--- config.mk ---
export PLATFORM = sky130hd
export DESIGN_NAME = video_timing_gen_flat
export DESIGN_NICKNAME = d
export VERILOG_FILES = /design/src/rtl/video_timing_pkg.sv /design/src/rtl/video_timing_if.sv /design/src/rtl/video_axis_counter.sv /design/src/rtl/video_timing_gen.sv /design/src/flat_wrapper.sv
export SDC_FILE = /design/constraint.sdc
export NUM_CORES = 1
export LEC_CHECK = 0
export ABC_AREA = 1
export BUFFER_PORTS_ARGS = -buffer_cell sky130_fd_sc_hd__buf_4
export CELL_PAD_IN_SITES_DETAIL_PLACEMENT = 0
export CELL_PAD_IN_SITES_GLOBAL_PLACEMENT = 1
export CORE_MARGIN = 2
export CORE_UTILIZATION = 41
export CTS_CLUSTER_SIZE = 14
export DETAILED_ROUTE_END_ITERATION = 10
export MAX_ROUTING_LAYER = met4
export PLACE_DENSITY_LB_ADDON = 0.1
export REMOVE_ABC_BUFFERS = 1
export SYNTH_ARGS = -nofsm -noshare
export SYNTH_HDL_FRONTEND = slang
export SYNTH_SLANG_ARGS = --single-unit
--- constraint.sdc ---
create_clock -name clk -period 4.5 [get_ports clk]
set_input_delay 0.675 -clock clk [delete_from_list [all_inputs] [get_ports clk]]
set_output_delay 0.675 -clock clk [all_outputs]
set_load 0.1 [all_outputs]
--- src/rtl/video_timing_pkg.sv ---
// Shared raster constants for the VT52 display pipeline (640x480@60 defaults).
package video_timing_pkg;

    localparam int DEF_H_ACTIVE = 640;
    localparam int DEF_H_FP     = 16;
    localparam int DEF_H_SYNC   = 96;
    localparam int DEF_H_BP     = 48;
    localparam int DEF_V_ACTIVE = 480;
    localparam int DEF_V_FP     = 10;
    localparam int DEF_V_SYNC   = 2;
    localparam int DEF_V_BP     = 33;
    localparam int DEF_X_BITS   = 10;
    localparam int DEF_Y_BITS   = 10;

    // Length of one axis period in counts.
    function automatic int axis_total(input int active, input int fp, input int sync, input int bp);
        return active + fp + sync + bp;
    endfunction

    localparam int DEF_H_TOTAL = axis_total(DEF_H_ACTIVE, DEF_H_FP, DEF_H_SYNC, DEF_H_BP);
    localparam int DEF_V_TOTAL = axis_total(DEF_V_ACTIVE, DEF_V_FP, DEF_V_SYNC, DEF_V_BP);

endpackage

--- src/rtl/video_timing_if.sv ---
// Raster timing bundle: pixel enable in, coordinates/flags/ticks out.
interface video_timing_if
    import video_timing_pkg::*;
#(
    parameter int X_BITS = DEF_X_BITS,
    parameter int Y_BITS = DEF_Y_BITS
);
    logic              pix_ce;
    logic [X_BITS-1:0] x;
    logic [Y_BITS-1:0] y;
    logic              hsync;
    logic              vsync;
    logic              hblank;
    logic              vblank;
    logic              active;
    logic              line_tick;
    logic              frame_tick;

    modport master (
        input  pix_ce,
        output x, y, hsync, vsync, hblank, vblank, active, line_tick, frame_tick
    );

    modport slave (
        output pix_ce,
        input  x, y, hsync, vsync, hblank, vblank, active, line_tick, frame_tick
    );
endinterface

--- src/rtl/video_axis_counter.sv ---
// One raster axis: wrapping counter plus blank/sync decode of the next count.
module video_axis_counter
    import video_timing_pkg::*;
#(
    parameter int ACTIVE = DEF_H_ACTIVE,
    parameter int FP     = DEF_H_FP,
    parameter int SYNC   = DEF_H_SYNC,
    parameter int BP     = DEF_H_BP,
    parameter int BITS   = DEF_X_BITS
) (
    input  logic            clk,
    input  logic            reset,
    input  logic            en,
    output logic [BITS-1:0] count,
    output logic            wrap,
    output logic [BITS-1:0] next_count,
    output logic            blank,
    output logic            sync_active
);

    localparam int TOTAL = axis_total(ACTIVE, FP, SYNC, BP);
    localparam logic [BITS-1:0] LAST = BITS'(TOTAL - 1);

    // Region bounds are one bit wider so the sync end may equal TOTAL
    // (zero back porch) without aliasing to zero.
    localparam logic [BITS:0] W_ACTIVE     = (BITS+1)'(ACTIVE);
    localparam logic [BITS:0] W_SYNC_START = (BITS+1)'(ACTIVE + FP);
    localparam logic [BITS:0] W_SYNC_END   = (BITS+1)'(ACTIVE + FP + SYNC);

    logic [BITS:0] next_wide;

    // Next count and the flags it implies, so outputs line up with the count.
    always_comb begin
        wrap       = en && (count == LAST);
        next_count = count;
        if (en) begin
            next_count = (count == LAST) ? '0 : count + 1'b1;
        end
        next_wide   = {1'b0, next_count};
        blank       = (next_wide >= W_ACTIVE);
        sync_active = (next_wide >= W_SYNC_START) && (next_wide < W_SYNC_END);
    end

    // Count register.
    always_ff @(posedge clk) begin
        if (reset) begin
            count <= '0;
        end else begin
            count <= next_count;
        end
    end

endmodule

--- src/rtl/video_timing_gen.sv ---
// Raster timing generator: chains h and v axis counters and registers the flags.
module video_timing_gen
    import video_timing_pkg::*;
#(
    parameter int H_ACTIVE  = DEF_H_ACTIVE,
    parameter int H_FP      = DEF_H_FP,
    parameter int H_SYNC    = DEF_H_SYNC,
    parameter int H_BP      = DEF_H_BP,
    parameter int V_ACTIVE  = DEF_V_ACTIVE,
    parameter int V_FP      = DEF_V_FP,
    parameter int V_SYNC    = DEF_V_SYNC,
    parameter int V_BP      = DEF_V_BP,
    parameter bit HSYNC_POL = 1'b0,
    parameter bit VSYNC_POL = 1'b0,
    parameter int X_BITS    = DEF_X_BITS,
    parameter int Y_BITS    = DEF_Y_BITS
) (
    input  logic           clk,
    input  logic           reset,
    video_timing_if.master vid
);

    localparam logic [Y_BITS-1:0] V_ACT_L = Y_BITS'(V_ACTIVE);

    logic [X_BITS-1:0] h_count;
    logic [X_BITS-1:0] h_next;
    logic              h_wrap;
    logic              h_blank;
    logic              h_sync;

    logic              v_en;
    logic [Y_BITS-1:0] v_count;
    logic [Y_BITS-1:0] v_next;
    logic              v_wrap;
    logic              v_blank;
    logic              v_sync;

    logic              frame_hit;

    video_axis_counter #(
        .ACTIVE (H_ACTIVE),
        .FP     (H_FP),
        .SYNC   (H_SYNC),
        .BP     (H_BP),
        .BITS   (X_BITS)
    ) u_h (
        .clk         (clk),
        .reset       (reset),
        .en          (vid.pix_ce),
        .count       (h_count),
        .wrap        (h_wrap),
        .next_count  (h_next),
        .blank       (h_blank),
        .sync_active (h_sync)
    );

    video_axis_counter #(
        .ACTIVE (V_ACTIVE),
        .FP     (V_FP),
        .SYNC   (V_SYNC),
        .BP     (V_BP),
        .BITS   (Y_BITS)
    ) u_v (
        .clk         (clk),
        .reset       (reset),
        .en          (v_en),
        .count       (v_count),
        .wrap        (v_wrap),
        .next_count  (v_next),
        .blank       (v_blank),
        .sync_active (v_sync)
    );

    // Vertical step on each line wrap; frame tick on entry into vertical blank,
    // never on the end-of-frame wrap back to line 0.
    always_comb begin
        v_en      = h_wrap && vid.pix_ce;
        frame_hit = v_en && !v_wrap && (v_next == V_ACT_L);
    end

    // h_next is the value the h counter loads, i.e. x after this edge.
    assign vid.x = h_count;
    assign vid.y = v_count;

    // Registered sync polarity, blanking and tick outputs.
    always_ff @(posedge clk) begin
        if (reset) begin
            vid.hsync      <= ~HSYNC_POL;
            vid.vsync      <= ~VSYNC_POL;
            vid.hblank     <= 1'b0;
            vid.vblank     <= 1'b0;
            vid.active     <= 1'b1;
            vid.line_tick  <= 1'b0;
            vid.frame_tick <= 1'b0;
        end else begin
            vid.hsync      <= h_sync ? HSYNC_POL : ~HSYNC_POL;
            vid.vsync      <= v_sync ? VSYNC_POL : ~VSYNC_POL;
            vid.hblank     <= h_blank;
            vid.vblank     <= v_blank;
            vid.active     <= ~h_blank & ~v_blank;
            vid.line_tick  <= h_wrap;
            vid.frame_tick <= frame_hit;
        end
    end

    // h_next feeds the h register inside u_h; exposing it keeps the counter
    // interface uniform for both axes.
    logic unused_h_next;
    assign unused_h_next = ^h_next;

endmodule

--- src/flat_wrapper.sv ---
// flat-port wrapper written by rule: the top's interface ports become plain ports
module video_timing_gen_flat import video_timing_pkg::*;
#(
    parameter int H_ACTIVE  = DEF_H_ACTIVE,
    parameter int H_FP      = DEF_H_FP,
    parameter int H_SYNC    = DEF_H_SYNC,
    parameter int H_BP      = DEF_H_BP,
    parameter int V_ACTIVE  = DEF_V_ACTIVE,
    parameter int V_FP      = DEF_V_FP,
    parameter int V_SYNC    = DEF_V_SYNC,
    parameter int V_BP      = DEF_V_BP,
    parameter bit HSYNC_POL = 1'b0,
    parameter bit VSYNC_POL = 1'b0,
    parameter int X_BITS    = DEF_X_BITS,
    parameter int Y_BITS    = DEF_Y_BITS
)
  (clk, reset, vid_pix_ce, vid_x, vid_y, vid_hsync, vid_vsync, vid_hblank, vid_vblank, vid_active, vid_line_tick, vid_frame_tick);
  video_timing_if #(.X_BITS(X_BITS), .Y_BITS(Y_BITS)) vid_i ();
  input  logic clk;
  input  logic reset;
  input wire logic [$bits(vid_i.pix_ce)-1:0] vid_pix_ce;
  output wire logic [$bits(vid_i.x)-1:0] vid_x;
  output wire logic [$bits(vid_i.y)-1:0] vid_y;
  output wire logic [$bits(vid_i.hsync)-1:0] vid_hsync;
  output wire logic [$bits(vid_i.vsync)-1:0] vid_vsync;
  output wire logic [$bits(vid_i.hblank)-1:0] vid_hblank;
  output wire logic [$bits(vid_i.vblank)-1:0] vid_vblank;
  output wire logic [$bits(vid_i.active)-1:0] vid_active;
  output wire logic [$bits(vid_i.line_tick)-1:0] vid_line_tick;
  output wire logic [$bits(vid_i.frame_tick)-1:0] vid_frame_tick;
  assign vid_i.pix_ce = vid_pix_ce;
  assign vid_x = vid_i.x;
  assign vid_y = vid_i.y;
  assign vid_hsync = vid_i.hsync;
  assign vid_vsync = vid_i.vsync;
  assign vid_hblank = vid_i.hblank;
  assign vid_vblank = vid_i.vblank;
  assign vid_active = vid_i.active;
  assign vid_line_tick = vid_i.line_tick;
  assign vid_frame_tick = vid_i.frame_tick;
  video_timing_gen #(.H_ACTIVE(H_ACTIVE), .H_FP(H_FP), .H_SYNC(H_SYNC), .H_BP(H_BP), .V_ACTIVE(V_ACTIVE), .V_FP(V_FP), .V_SYNC(V_SYNC), .V_BP(V_BP), .HSYNC_POL(HSYNC_POL), .VSYNC_POL(VSYNC_POL), .X_BITS(X_BITS), .Y_BITS(Y_BITS)) u_core (.clk(clk), .reset(reset), .vid(vid_i));
endmodule
* Word-level counts from Yosys, hierarchy flattened
Cells that the tools add are included.
** Storage, ports and cells
- Bits in registers :: 27
- Input port bits :: 3
** Operators by class
- Reduce and logical (&&, ||, !) cells :: 8
- Mux-type cells :: 6
- Equality and inequality tests :: 3
- Add/sub/neg operators :: 2
- $lt $le $gt $ge :: 6
- Bitwise gates (word level) :: 3
** Operator list (number)
- two-way mux 10 bit :: 4
- adder 10 x 1 -> 10 bit, second input constant :: 2
- == test 10 bit, second input constant :: 2
- greater-or-equal comparator 10 bit, second input constant :: 2
- greater-or-equal comparator 10 x 9 -> 1 bit, second input constant :: 2
- == test 10 x 9 -> 1 bit, second input constant :: 1
- < comparator 10 bit, second input constant :: 1
- < comparator 10 x 9 -> 1 bit, second input constant :: 1
- logical AND 1 bit :: 7
- two-way mux 1 bit :: 2
- NOT 1 bit :: 2
- AND 1 bit :: 1
- logical NOT 1 bit :: 1

* Longest topological paths before layout
Gate-level depths: netlist of the first run.
- Depth after elaboration :: 7
- Mapped depth :: 13

* Cells and area by module
From an unflattened synthesis of the first run, not the netlist that was laid out.
** Second synthesis, totals
- Cells, all modules :: 253
- Area, all modules :: 1671.6 µm²
** Modules (own cells, without submodules)
- video_axis_counter (u_core.u_v) :: seq. area each 200.2 µm², area an instance 779.5 µm², cells each 122, instances 1
- video_axis_counter (u_core.u_h) :: seq. area each 200.2 µm², area an instance 648.1 µm², cells each 98, instances 1
- video_timing_gen :: seq. area each 140.1 µm², area an instance 244.0 µm², cells each 33, instances 1

* Worst setup path after synthesis of the first run
Ideal clock, no wire load.
- Path type :: reg-to-reg
- Start :: reg u_core.u_h.count[0]
- End :: reg u_core.vid.vsync
- Library setup time :: 0.124 ns
- Stages on the path, launching flop included :: 11
- Data required time :: 4.376 ns
- Period minus slack after synthesis :: 2.405 ns
- Setup slack :: 2.095 ns
- Arrival :: 2.281 ns
- Cells stage by stage :: dfxtp_1 -> ha_1 -> nand2_1 -> nor2_4 -> inv_2 -> nor2_8 -> nand2_4 -> o22ai_2 -> nand2_1 -> nor2_2 -> nand3_1
** On the way
- Longest elaborated chain between the ends :: 7
- Elaborated cells on any way between the ends :: 8
- Classes of those cells :: order compare: 2; eq/ne: 1; mux: 2; reduce/logical: 3
** RTL lines
- from (decl) :: line video_axis_counter.sv:14 : output logic [BITS-1:0] count,
- from (signal assigned) :: line video_axis_counter.sv:49 : count <= next_count;
- == test 10 bit (*) :: line video_axis_counter.sv:34 : wrap = en && (count == LAST);
- logical AND 1 bit (*) :: line video_axis_counter.sv:34
- logical AND 1 bit (*) :: line video_timing_gen.sv:77 : v_en = h_wrap && vid.pix_ce;
- two-way mux 10 bit (*) :: line video_axis_counter.sv:36 : if (en) begin
- greater-or-equal comparator 10 x 9 -> 1 bit or < comparator 10 x 9 -> 1 bit (tied branches) :: line video_axis_counter.sv:41 : sync_active = (next_wide >= W_SYNC_START) && (next_wide < W_SYNC_END);
- logical AND 1 bit (*) :: line video_axis_counter.sv:41
- two-way mux 1 bit (*) :: line video_timing_gen.sv:97 : vid.vsync <= v_sync ? VSYNC_POL : ~VSYNC_POL;
- to (signal assigned) :: line video_timing_gen.sv:89 : vid.vsync <= ~VSYNC_POL;
- to (signal assigned) :: line video_timing_gen.sv:97
- to (decl) :: line video_timing_if.sv:21 : output x, y, hsync, vsync, hblank, vblank, active, line_tick, frame_tick
Mark *: on every way between the ends. The rest lies on a longest branch, timed or not.
A chain may end at the register's enable or synchronous reset.

* Worst setup path after layout of the first run
Ends and elaborated chain as after synthesis.

==> results.py, run 1 <==
metrics = {
    "outcome": {
        "status": "finished, final reports clean",
    },
    "floorplan": {
        "core_area_sq_mm": 0.003943,
        "io_pins": 30,
        "rows": 23,
        "initial_utilization_pct": 41.70,
        "die_area_sq_mm": 0.004533,
        "die_height_um": 67.33,
        "dieWidth_um": 67.33,
    },
    "drt": {
        "drt_wl_total_mm": 4.098,
        "via_count": 1568,
        "wire_per_inst_um": 12.42,
        "drc": 0,
        "ant_nets": 0,
        "routed_via_density": 4.752,
        "drt_first_iter_violations": 81,
        "drtPass1Iterations": 4,
    },
    "clock_tree": {
        "path_clk_slew_ps": 100,
        "clkLatencyLatePin_ps": 290,
        "cts-resized-gates": 0,
        "numCtsBuffers": 3,
        "postCtsHoldBufs": 0,
        "cts_setup_buffers": 0,
        "htreeDepth": 1,
        "cts_tree": "built",
        "cts_root_buffer": "clkbuf_8",
        "cts.path.max_buffers": 2,
        "clock_sinks": 27,
    },
    "setup_path": {
        "path_class": "reg -> reg",
        "crit_top_cell": "nand2_1",
        "path_max_fanout": 9,
        "cpPeakStageDelay_ps": 500,
        "cp.required_ps": 4680,
        "worst-path-buf-inv": 1,
        "crit_slowest_cell": "dfxtp_1",
        "critPathCaptureType": "flip-flop",
        "crit_chain": "ha_1 > inv_1 > nor2_2 > nand4_4 > nand2_1 > nand2_1 > nor2_1 > nand2_1 > nor2_2 > nand3_1",
        "cp_data_arrival_time_ps": 2130,
        "crit_family": "simple AND/OR/NAND/NOR gates",
        "worstSetupStartpointType": "flip-flop",
    },
    "cells_and_area": {
        "multi_input_area_sq_um": 939.7,
        "area_growth_pct": 18.34,
        "nNetsFinal": 287,
        "layout-drive-gt1-share_pct": 21.43,
        "final_cells": 330,
        "regArea_sq_um": 540.5,
        "layout_common_cells": "nand2_1, nor2_1, inv_1, buf_4, dfxtp_1",
        "final_area_sq_mm": 0.001946,
        "diodes": 0,
        "final_common_cell": "nand2_1",
        "nFillCells": 430,
    },
    "logic_synthesis": {
        "syn-mean-instance-area_sq_um": 6.524,
        "syn_inst": 252,
        "synth-seq-cells": 27,
        "synth.distinct_cells": 32,
        "yosysWarnings": 0,
        "ys_seq_area_share_pct": 32.88,
        "syn-cell-area_sq_mm": 0.001644,
    },
    "place": {
        "gp_congestion": 0.8357,
        "port_buffers": 29,
        "dp_cells": 326,
        "dpl.hpwl_mm": 3.137,
        "place_area_sq_mm": 0.001899,
        "place_ws_ps": 2455,
    },
    "power": {
        "p_per_area_mw_per_mm2": 214.6,
        "power_leakage_nw": 0.9036,
        "peakVddDrop_uv": 115.1,
    },
    "grt": {
        "grt_pass1_vias": 1400,
        "grt_remaining_overflow": 0,
        "grtUsageTotal_pct": 20.24,
        "grt_max_degree": 22,
        "grt_antenna_before_repair": 0,
        "grt_pass1_wl_mm": 6.713,
    },
    "timing": {
        "relSlewSlack_pct": 76.22,
        "finClkSkew_ps": 6.653,
        "clock.fmax_ghz": 0.5113,
        "fin_crit_ps": 1956,
        "setup_viol": 0,
        "tns_ps": 0,
        "rsz0062_at_grt": "false",
        "final_max_slew_viol_count": 0,
        "post-route-period-util_pct": 43.46,
        "final_hold_viol_count": 0,
        "tightestPinTransition_ps": 356.2,
        "setup_ws_ps": 2544,
    },
    "job": {
        "max_cap_violations": 0,
    },
    "hold_path": {
        "hold_class": "reg -> reg",
    },
}
[cell usage after synthesis]
master    number  area share [%]
a21boi_2       1            0.68
a21oi_1        4             1.2
a21oi_2        1            0.53
a31oi_1        1            0.38
buf_1          2            0.46
buf_2          2            0.61
buf_4          1            0.46
dfxtp_1       27              33
ha_1           3             2.3
inv_1         32             7.3
inv_2          5             1.1
nand2_1       67              15
nand2_2        3             1.1
nand2_4        1            0.68
nand3_1       18             5.5
nand3_2        2             1.2
nand3_4        1             1.1
nand4_1        7             2.7
nand4_4        1             1.3
nor2_1        44              10
nor2_2         5             1.9
nor2_4         2             1.4
nor2_8         1             1.2
nor3_1         8             2.4
nor3_2         1            0.61
nor3b_1        1            0.46
nor3b_2        1            0.76
o21ai_0        3            0.91
o21ai_1        2            0.61
o21ai_2        1            0.53
o22ai_2        1            0.76
xor2_1         3             1.6
[sequential cells by signal (all words and copies together) (netlist names)]
name / cells
u_core.u_h.count: 10
u_core.u_v.count: 10
u_core.vid.active: 1
u_core.vid.frame_tick: 1
u_core.vid.hblank: 1
u_core.vid.hsync: 1
u_core.vid.line_tick: 1
u_core.vid.vblank: 1
u_core.vid.vsync: 1
[per-stage QoR]
step / total power [mW] / hold WS [ps] / utilization (%)
after floorplan: 0.2658 / 740.8 / -
after global placement: 0.2764 / 556.6 / 48.18
after detailed placement: 0.2765 / 565.0 / 48.18
after CTS: 0.4220 / 580.5 / 49.35
after global routing: 0.4321 / 613.5 / 49.35
final: 0.4176 / 573.0 / 49.35
[kinds of logic (layout without fill, tap and decap cells)]
logic type | count (synthesis) | after routing | synth area share [%]
compound gates | 14 | 14 | 5.632
xor+xnor | 3 | 3 | 1.598
fa+ha+maj | 3 | 3 | 2.283
buf+inv | 42 | 70 | 9.970
flops | 27 | 27 | 32.88
simple gates | 163 | 163 | 47.64
[routing by layer]
metal,vias to the layer above,global-route usage [%],routed length (um)
met5,-,-,0
met4,0,6.122,33
met3,4,2.500,117
met2,28,29.08,1716
met1,688,29.51,2232
li1,848,-,-
[layout make-up]
class / count / share of cell area [%]
Tap cell: 50 / 3.215
Timing Repair Buffer: 29 / 11.19
Clock inverter: 1 / 0.2572
Multi-Input combinational cell: 183 / 48.30
Inverter: 37 / 7.138
Sequential cell: 27 / 27.78
Clock buffer: 3 / 2.122
[final timing paths]
check | end | cells past startpoint | slack (ps) | from
worst max-delay path | u_core.vid.vsync | 10 | 2540 | u_core.u_h.count[0]
worst min-delay path | u_core.u_h.count[1] | 2 | 570 | u_core.u_h.count[1]
worst max register to register | u_core.vid.vsync | 10 | 2540 | u_core.u_h.count[0]
worst min register to register | u_core.u_h.count[1] | 2 | 570 | u_core.u_h.count[1]
[power breakdown]
group          switching (mW)  total [mW]  leakage, nW  internal [mW]
clock network          0.0846       0.147       0.0255         0.0624
registers             0.00309       0.244        0.218          0.241
logic                  0.0215      0.0270        0.660        0.00549
total                   0.109       0.418        0.904          0.308
[tightest hold or removal path: stages, from the launching register on]
cell	delay (ps)
dfxtp_1	360
nor2_1	120
nor3_1	60
Power figures use the tool's default switching activity.
==> inputs of run 2 (changes only) <==
--- a/config.mk
+++ b/config.mk
@@ -10,7 +10,7 @@
 export CELL_PAD_IN_SITES_DETAIL_PLACEMENT = 0
 export CELL_PAD_IN_SITES_GLOBAL_PLACEMENT = 1
 export CORE_MARGIN = 2
-export CORE_UTILIZATION = 41
+export CORE_UTILIZATION = 35
 export CTS_CLUSTER_SIZE = 14
 export DETAILED_ROUTE_END_ITERATION = 10
 export MAX_ROUTING_LAYER = met4
==> constraint.sdc (replaced) <==
create_clock -name clk -period 1.77 [get_ports clk]
set_input_delay 0.2655 -clock clk [delete_from_list [all_inputs] [get_ports clk]]
set_output_delay 0.2655 -clock clk [all_outputs]
set_load 0.1 [all_outputs]
==> run 2 against run 1 <==
- worst hold slack worse by 260 ps
- non-clock buffer count rose by 17
- global-route usage shrank 2.8 points
- register-to-register slack lost 2400 ps
- cell area increased by 9.0%
- critical endpoint unchanged
- die area rose by 16%
==> results.py, run 2 (synthesis results as in run 1) <==
metrics = {
    "place": {
        "place_ws_ps": 25.14,
        "gp_congestion": 0.8969,
        "dpl.hpwl_mm": 3.388,
        "dp_cells": 341,
        "port_buffers": 29,
        "place_area_sq_mm": 0.001999,
    },
    "power": {
        "p_per_area_mw_per_mm2": 499.1,
        "combPwrFrac_pct": 7.6,
        "peakVddDrop_uv": 330.7,
        "switching_power_uw": 269.3,
        "sw_frac_of_total_pct": 25.44,
        "share_seq_of_total_power_pct": 57.8,
        "power_leakage_nw": 0.9924,
        "p_int_uw": 789.2,
        "total_power_mw": 1.059,
        "power.share.clock_pct": 34.6,
    },
    "cells_and_area": {
        "diodes": 0,
        "final_common_cell": "nand2_1",
        "final_area_sq_mm": 0.002121,
        "layout-drive-gt1-share_pct": 28.96,
        "layout_common_cells": "nand2_1, buf_4, nor2_1, inv_1, dfxtp_1",
        "final_cells": 349,
        "area_growth_pct": 29.00,
        "nNetsFinal": 304,
        "final_core_util_pct": 47.72,
        "top_regs": "u_core.u_h.count x10, u_core.u_v.count x10",
    },
    "grt": {
        "grt_max_degree": 22,
        "grt_antenna_before_repair": 0,
        "grt_pass1_wl_mm": 6.934,
        "grt_remaining_overflow": 0,
        "gr-usage-met1_pct": 27.09,
        "grtUsageTotal_pct": 17.45,
        "busiest_layer": "met1",
        "gr-usage-met2_pct": 23.33,
        "use_met3_pct": 2.500,
        "grt_pass1_vias": 1459,
    },
    "setup_path": {
        "critPathCaptureType": "flip-flop",
        "cp_data_arrival_time_ps": 1840,
        "path_max_fanout": 8,
        "worstSetupStartpointType": "flip-flop",
        "path_class": "reg -> reg",
        "cp.required_ps": 1940,
    },
    "drt": {
        "ant_nets": 0,
        "via_count": 1668,
        "drt_wl_total_mm": 4.367,
        "drt_first_iter_violations": 79,
        "drc": 0,
        "wire_per_inst_um": 12.51,
        "routed_via_density": 4.779,
        "drtPass1Iterations": 4,
    },
    "clock_tree": {
        "clkLatencyLatePin_ps": 280,
        "htreeDepth": 1,
        "cts_tree": "built",
        "numCtsBuffers": 3,
        "path_clk_slew_ps": 100,
        "cts.path.max_buffers": 2,
        "clock_sinks": 27,
        "postCtsHoldBufs": 0,
        "cts_root_buffer": "clkbuf_8",
    },
    "floorplan": {
        "io_pins": 30,
        "die_area_sq_mm": 0.005261,
        "core_area_sq_mm": 0.004444,
        "initial_utilization_pct": 36.99,
        "die_height_um": 72.54,
        "rows": 24,
        "dieWidth_um": 72.54,
    },
    "timing": {
        "clock.fmax_ghz": 0.5970,
        "setup_viol": 0,
        "post-route-period-util_pct": 94.64,
        "final_max_slew_viol_count": 0,
        "rsz0062_at_grt": "true",
        "final_hold_viol_count": 0,
        "hold_ws_ps": 317.4,
        "tns_ps": 0,
        "relSlewSlack_pct": 80.50,
        "fin_crit_ps": 1675,
        "tightestPinTransition_ps": 291.5,
        "setup_ws_ps": 94.91,
        "finClkSkew_ps": 1.392,
    },
    "hold_path": {
        "hold_class": "in -> reg",
    },
    "outcome": {
        "status": "finished, final reports clean",
    },
    "job": {
        "max_cap_violations": 0,
    },
}
run 2: cell types whose count changed in the layout (fill, tap and decap cells not counted), moves of 2 or more:
cell,delta
dfxtp_4,+2
buf_4,+17
dfxtp_2,+2
dfxtp_1,-4
o21ai_0,-2
run 2: worst max-delay path: stages (launching register included):
cell and delay, ps:
dfxtp_1 350, ha_2 210, nand2_2 90, nor2_4 170, inv_2 80, nor2_8 170
nand2_4 80, o22ai_4 140, nand2_1 90, nor2_2 100, nand3_1 80
run 2: layout make-up:
class	count	area, sq um
multi-input combinational	183	975.9
inverter	37	138.9
fill	502	2323
timing repair buffer	46	345.3
sequential	27	550.5
tap	52	65.06
clock buffer	4	45.04
run 2: worst paths after layout:
check                       from  slack [ps]  cells after the start                  end
max          u_core.u_h.count[0]          90                     10     u_core.vid.vsync
min                        reset         320                      2  u_core.u_v.count[1]
max reg2reg  u_core.u_h.count[0]          90                     10     u_core.vid.vsync
min reg2reg  u_core.u_v.count[1]         570                      2  u_core.u_v.count[1]
run 2: repair_timing:
action	4_1_cts	5_1_grt
setup endpoints to repair	0	6
gates resized for setup	0	16
setup buffers	0	4
run 2: power groups by stage:
| stage | Combinational, mW | Sequential, mW | Clock, mW |
|---|---|---|---|
| floorplan | 0.0126 | 0.663 | 0 |
| global placement | 0.0811 | 0.628 | 0 |
| detailed placement | 0.0803 | 0.628 | 0 |
| CTS | 0.0804 | 0.614 | 0.373 |
| global route | 0.0855 | 0.612 | 0.399 |
| finish | 0.0808 | 0.611 | 0.366 |
run 2: layer usage:
layer,share of wire (%),vias to the layer above
li1,-,875
met1,52,748
met2,41,41
met3,5.7,4
met4,0.89,0
met5,0,-
